--- src/rtl/mips_cpu_muldiv.sv ---
// Iterative MIPS multiply/divide unit that owns Hi/Lo (one bit per cycle, 33-cycle latency).
// Optional macro MULDIV_FAST_MUL_EN: single-cycle multiplier for MULT/MULTU (latency 1).
module mips_cpu_muldiv #(
    parameter int unsigned WIDTH = 32
) (
    input  logic             clk,
    input  logic             rst,
    input  logic             start,
    input  logic [1:0]       op,
    input  logic [WIDTH-1:0] A,
    input  logic [WIDTH-1:0] B,
    input  logic             hi_wr_en,
    input  logic             lo_wr_en,
    input  logic [WIDTH-1:0] wr_data,
    output logic             busy,
    output logic             done,
    output logic [WIDTH-1:0] hi,
    output logic [WIDTH-1:0] lo
);

    typedef enum logic [1:0] {IDLE, CALC, FIX} state_t;

    state_t               state, state_nxt;
    logic                 is_div;
    logic                 neg_res, neg_rem, b_zero;
    logic [WIDTH-1:0]     mag_a, mag_b, raw_a;
    logic [2*WIDTH-1:0]   acc;
    logic [4:0]           cnt;
    logic [WIDTH-1:0]     hi_q, lo_q;
    logic                 done_q;

    // Operand conditioning for the incoming request
    logic             in_signed, in_a_neg, in_b_neg;
    logic [WIDTH-1:0] in_mag_a, in_mag_b;

    always_comb begin
        in_signed = ~op[0];
        in_a_neg  = in_signed & A[WIDTH-1];
        in_b_neg  = in_signed & B[WIDTH-1];
        in_mag_a  = in_a_neg ? -A : A;
        in_mag_b  = in_b_neg ? -B : B;
    end

    // Per-cycle step logic
    logic [WIDTH:0]       mul_sum;
    logic [WIDTH:0]       div_part;
    logic                 div_ge;
    logic [WIDTH-1:0]     div_rem;
    logic [2*WIDTH-1:0]   acc_step;

    always_comb begin
        mul_sum  = {1'b0, acc[2*WIDTH-1:WIDTH]} + {1'b0, (mag_b[0] ? mag_a : '0)};
        div_part = {acc[2*WIDTH-1:WIDTH], mag_a[WIDTH-1]};
        div_ge   = div_part >= {1'b0, mag_b};
        // Partial remainder is always below 2*divisor, so the 32-bit difference is exact
        div_rem  = div_ge ? (div_part[WIDTH-1:0] - mag_b) : div_part[WIDTH-1:0];
        if (is_div)
            acc_step = {div_rem, acc[WIDTH-2:0], div_ge};
        else
            acc_step = {mul_sum, acc[WIDTH-1:1]};
    end

    // Sign fix-up applied in FIX
    logic [2*WIDTH-1:0] prod;
    logic [WIDTH-1:0]   res_hi, res_lo;

    always_comb begin
        prod = neg_res ? -acc : acc;
        if (!is_div) begin
            res_hi = prod[2*WIDTH-1:WIDTH];
            res_lo = prod[WIDTH-1:0];
        end else if (b_zero) begin
            res_hi = raw_a;
            res_lo = '1;
        end else begin
            res_hi = neg_rem ? -acc[2*WIDTH-1:WIDTH] : acc[2*WIDTH-1:WIDTH];
            res_lo = neg_res ? -acc[WIDTH-1:0] : acc[WIDTH-1:0];
        end
    end

    always_ff @(posedge clk or negedge rst) begin
        if (!rst)
            state <= IDLE;
        else
            state <= state_nxt;
    end

    always_comb begin
        state_nxt = state;
        case (state)
            IDLE: begin
                if (start) begin
`ifdef MULDIV_FAST_MUL_EN
                    state_nxt = op[1] ? CALC : FIX;
`else
                    state_nxt = CALC;
`endif
                end
            end
            CALC:    if (cnt == 5'd31) state_nxt = FIX;
            FIX:     state_nxt = IDLE;
            default: state_nxt = IDLE;
        endcase
    end

    always_comb begin
        busy = (state != IDLE);
        done = done_q;
    end

    always_ff @(posedge clk or negedge rst) begin
        if (!rst) begin
            is_div  <= 1'b0;
            neg_res <= 1'b0;
            neg_rem <= 1'b0;
            b_zero  <= 1'b0;
            mag_a   <= '0;
            mag_b   <= '0;
            raw_a   <= '0;
            acc     <= '0;
            cnt     <= '0;
            hi_q    <= '0;
            lo_q    <= '0;
            done_q  <= 1'b0;
        end else begin
            done_q <= (state == FIX);
            case (state)
                IDLE: begin
                    if (start) begin
                        is_div  <= op[1];
                        neg_res <= in_a_neg ^ in_b_neg;
                        neg_rem <= in_a_neg;
                        b_zero  <= (B == '0);
                        mag_a   <= in_mag_a;
                        mag_b   <= in_mag_b;
                        raw_a   <= A;
                        acc     <= '0;
                        cnt     <= '0;
`ifdef MULDIV_FAST_MUL_EN
                        if (!op[1])
                            acc <= {{WIDTH{1'b0}}, in_mag_a} * {{WIDTH{1'b0}}, in_mag_b};
`endif
                    end else begin
                        if (hi_wr_en) hi_q <= wr_data;
                        if (lo_wr_en) lo_q <= wr_data;
                    end
                end
                CALC: begin
                    cnt <= cnt + 5'd1;
                    acc <= acc_step;
                    if (is_div)
                        mag_a <= {mag_a[WIDTH-2:0], 1'b0};
                    else
                        mag_b <= {1'b0, mag_b[WIDTH-1:1]};
                end
                FIX: begin
                    hi_q <= res_hi;
                    lo_q <= res_lo;
                end
                default: ;
            endcase
        end
    end

    assign hi = hi_q;
    assign lo = lo_q;

endmodule

--- config.mk ---
export PLATFORM = sky130hd
export DESIGN_NAME = mips_cpu_muldiv
export DESIGN_NICKNAME = d
export VERILOG_FILES = /design/src/rtl/mips_cpu_muldiv.sv
export SDC_FILE = /design/constraint.sdc
export NUM_CORES = 1
export LEC_CHECK = 0
export ABC_CLOCK_PERIOD_IN_PS = 3200
export CAP_MARGIN = 20
export CORE_UTILIZATION = 53
export CTS_CLUSTER_DIAMETER = 150
export DETAILED_ROUTE_END_ITERATION = 12
export PLACE_DENSITY = 0.76
export SLEW_MARGIN = 10
export SYNTH_ARGS = -nofsm -noshare
export SYNTH_HDL_FRONTEND = slang
export SYNTH_SLANG_ARGS = --single-unit
export TNS_END_PERCENT = 10
--- constraint.sdc ---
create_clock -name clk -period 3.2 [get_ports clk]
set_input_delay 0.64 -clock clk [delete_from_list [all_inputs] [get_ports clk]]
set_output_delay 0.64 -clock clk [all_outputs]
set_load 0.1 [all_outputs]
==> flow_summary.yaml <==
routing:
  drt-initial-drc-count: 1554
  wl_per_cell_um: 21.9
  first_pass_iters: 6
  wl_um: 65800
  vias: 18600
  viasPerCell: 6.18
  final_antenna_net_count: 0
  drc_errors: 0
yosys:
  synth_top_flop_cell: "dfrtp_1"
  async_flop_share: 1.00
  synth.net_count: 2441
  synth_edf_count: 0
  synth_seq_cells: 236
  syn_avg_cell_area_sq_um: 7.88
  ys_types: 71
  synth_area_sq_mm: 0.0179
  yosys_warnings: 0
  yosysSeqAreaShare: 0.331
  synth_cells: 2265
min_path:
  worstHoldPathType: "in2async"
sta:
  fin_skew_ps: 21.8
  rsz0062_at_grt: "yes"
  finalMaxSlewViolations: 0
  finalCritPeriodShare: 0.970
  setup_violations: 0
  max_freq_ghz: 0.322
  relSlewSlack: 0.447
  period_needed_ps: 3100
  hold_viol_final: 0
  worst_pin_slew_ps: 829
finish:
  antenna_cells: 0
  final_common_cell: "nand2_1"
  drive_above_1_share: 0.173
  layout_common_cells: "nand2_1 (336), buf_4 (320), o21ai_0 (277)"
  nets: 2724
  fin_util: 0.684
  syn2layout_area_growth_pct: 25.9
global_routing:
  grt_pass1_wl_um: 101000
  grt_usage: 0.380
  antenna_found_initial: 0
  grt_max_degree: 82
  first_global_vias: 18200
  overflow: 0
clocking:
  hold_buffers: 0
  cts_tree: "yes"
  cts_root_buffer: "clkbuf_16"
  clk_latency_ps: 560
  clkTransAtPathRegs_ps: 60
  cts.sinks: 236
  cts_buffers: 28
  cts.path.max_buffers: 3
  ctsHtreeMaxLevel: 1
die:
  chipWidth_um: 186
  die_y_um: 186
  rows: 66
  die_area_sq_mm: 0.0344
  io_pins: 169
  coreArea_sq_mm: 0.0329
  start_util: 0.543
setup_path:
  path_max_fanout: 5
  r2r_cells: 11
  r2r-start: "acc[49]"
  start_kind: "register"
  arrival_ps: 3520
  r2r-end: "hi[27]"
  crit_path_end_kind: "register"
  r2r_slack_ps: 100
  worstPathRequired_ps: 3610
  critPathKind: "reg2reg"
place:
  portBuffers: 168
  gp_congestion: 1.02
  dp_hpwl_um: 50600
flow_run:
  cap_violations: 0
run_status:
  status: "complete, no violations"
[metal layers]
metal / GRT usage / vias to the layer above / share of wire
met1: 0.464 / 8860 / 0.40
met2: 0.630 / 821 / 0.46
li1: - / 8685 / -
met5: 0 / - / 0
met3: 0.0648 / 239 / 0.077
met4: 0.224 / 0 / 0.064
[per-stage QoR]
stage                     instances  TNS, ps  hold slack (ps)  instance area (sq um)  worst slack, ps
after CTS                      3008        0             94.7                  22300             8.13
after global routing           3009     -150              108                  22500            -45.5
after detailed placement       2958     -630              467                  21300             -126
after floorplan                2265        0              344                  17900             81.6
after global placement         2958     -187              463                  21300            -79.4
final                          3009        0             61.1                  22500             96.3
[critical path: stages, from the launching register on]
cell      delay (ps)
dfrtp_1          440
buf_4            200
or3_1            330
or4_1            480
nor4_2           180
buf_4            180
inv_1             40
o21ai_0          200
xor2_1           170
o21ai_0          140
a221oi_1         450
o21ai_0          130
[Yosys cell counts (19+ instances only)]
| cell | n | area (sq um) |
|---|---|---|
| a21o_1 | 25 | 188 |
| a21oi_1 | 150 | 751 |
| a22oi_1 | 21 | 158 |
| a31oi_1 | 20 | 125 |
| and2_1 | 36 | 225 |
| clkbuf_1 | 155 | 582 |
| dfrtp_1 | 236 | 5910 |
| ha_1 | 71 | 888 |
| inv_1 | 68 | 255 |
| mux2i_1 | 43 | 430 |
| nand2_1 | 336 | 1260 |
| nand3_1 | 64 | 320 |
| nand4_1 | 23 | 144 |
| nor2_1 | 127 | 477 |
| nor3_1 | 24 | 120 |
| nor4_1 | 19 | 119 |
| o211ai_1 | 40 | 300 |
| o21ai_0 | 283 | 1420 |
| o22ai_1 | 43 | 269 |
| o31ai_1 | 26 | 195 |
| or3_1 | 28 | 175 |
| xnor2_1 | 99 | 867 |
| xor2_1 | 101 | 885 |
[sequential cells by signal, indices dropped and copies added (netlist names), 2 cells and up]
register  cells
acc          64
hi           32
lo           32
mag_a        32
mag_b        32
raw_a        32
cnt           5
state         2
[what timing repair did]
| action | in CTS | in global routing |
|---|---|---|
| buffers inserted | 1 | 1 |
| hold endpoints to repair | 0 | 0 |
| setup endpoints to repair | 8 | 33 |
| pin swaps | 1 | 8 |
| gates cloned | 0 | 0 |
| resized for setup | 8 | 41 |
[area by class of cell]
class	instances	area, sq um
Tap cell	442	553
Fill cell	2742	10400
Clock buffer	40	817
Inverter	69	259
Clock inverter	9	176
Timing Repair Buffer	427	3510
Multi-Input combinational cell	1786	11300
Sequential cell	236	5910
[how the worst max path moves through the flow]
stage / start / slack, ps / cells after the start / endpoint
final: acc[49] / 100 / 11 / hi[27]
after global routing: mag_a[31] / -50 / 13 / acc[58]
after CTS: mag_b[0] / 8 / 13 / acc[62]
after detailed placement: mag_b[0] / -130 / 13 / acc[49]
after global placement: mag_b[0] / -80 / 13 / acc[49]
after floorplan: acc[33] / 80 / 12 / hi[30]
[cell families after synthesis]
kind of cell	count (synthesis)	synth area share
buf+inv	243	0.0514
compound gates	727	0.248
mux	47	0.0266
simple gates	739	0.193
fa+ha+maj	73	0.0520
xor+xnor	200	0.0981
flops	236	0.331
Power is left out: the tool's default activity adds up to more than one toggle a clock period on the data nets, which glitch-free logic cannot reach.
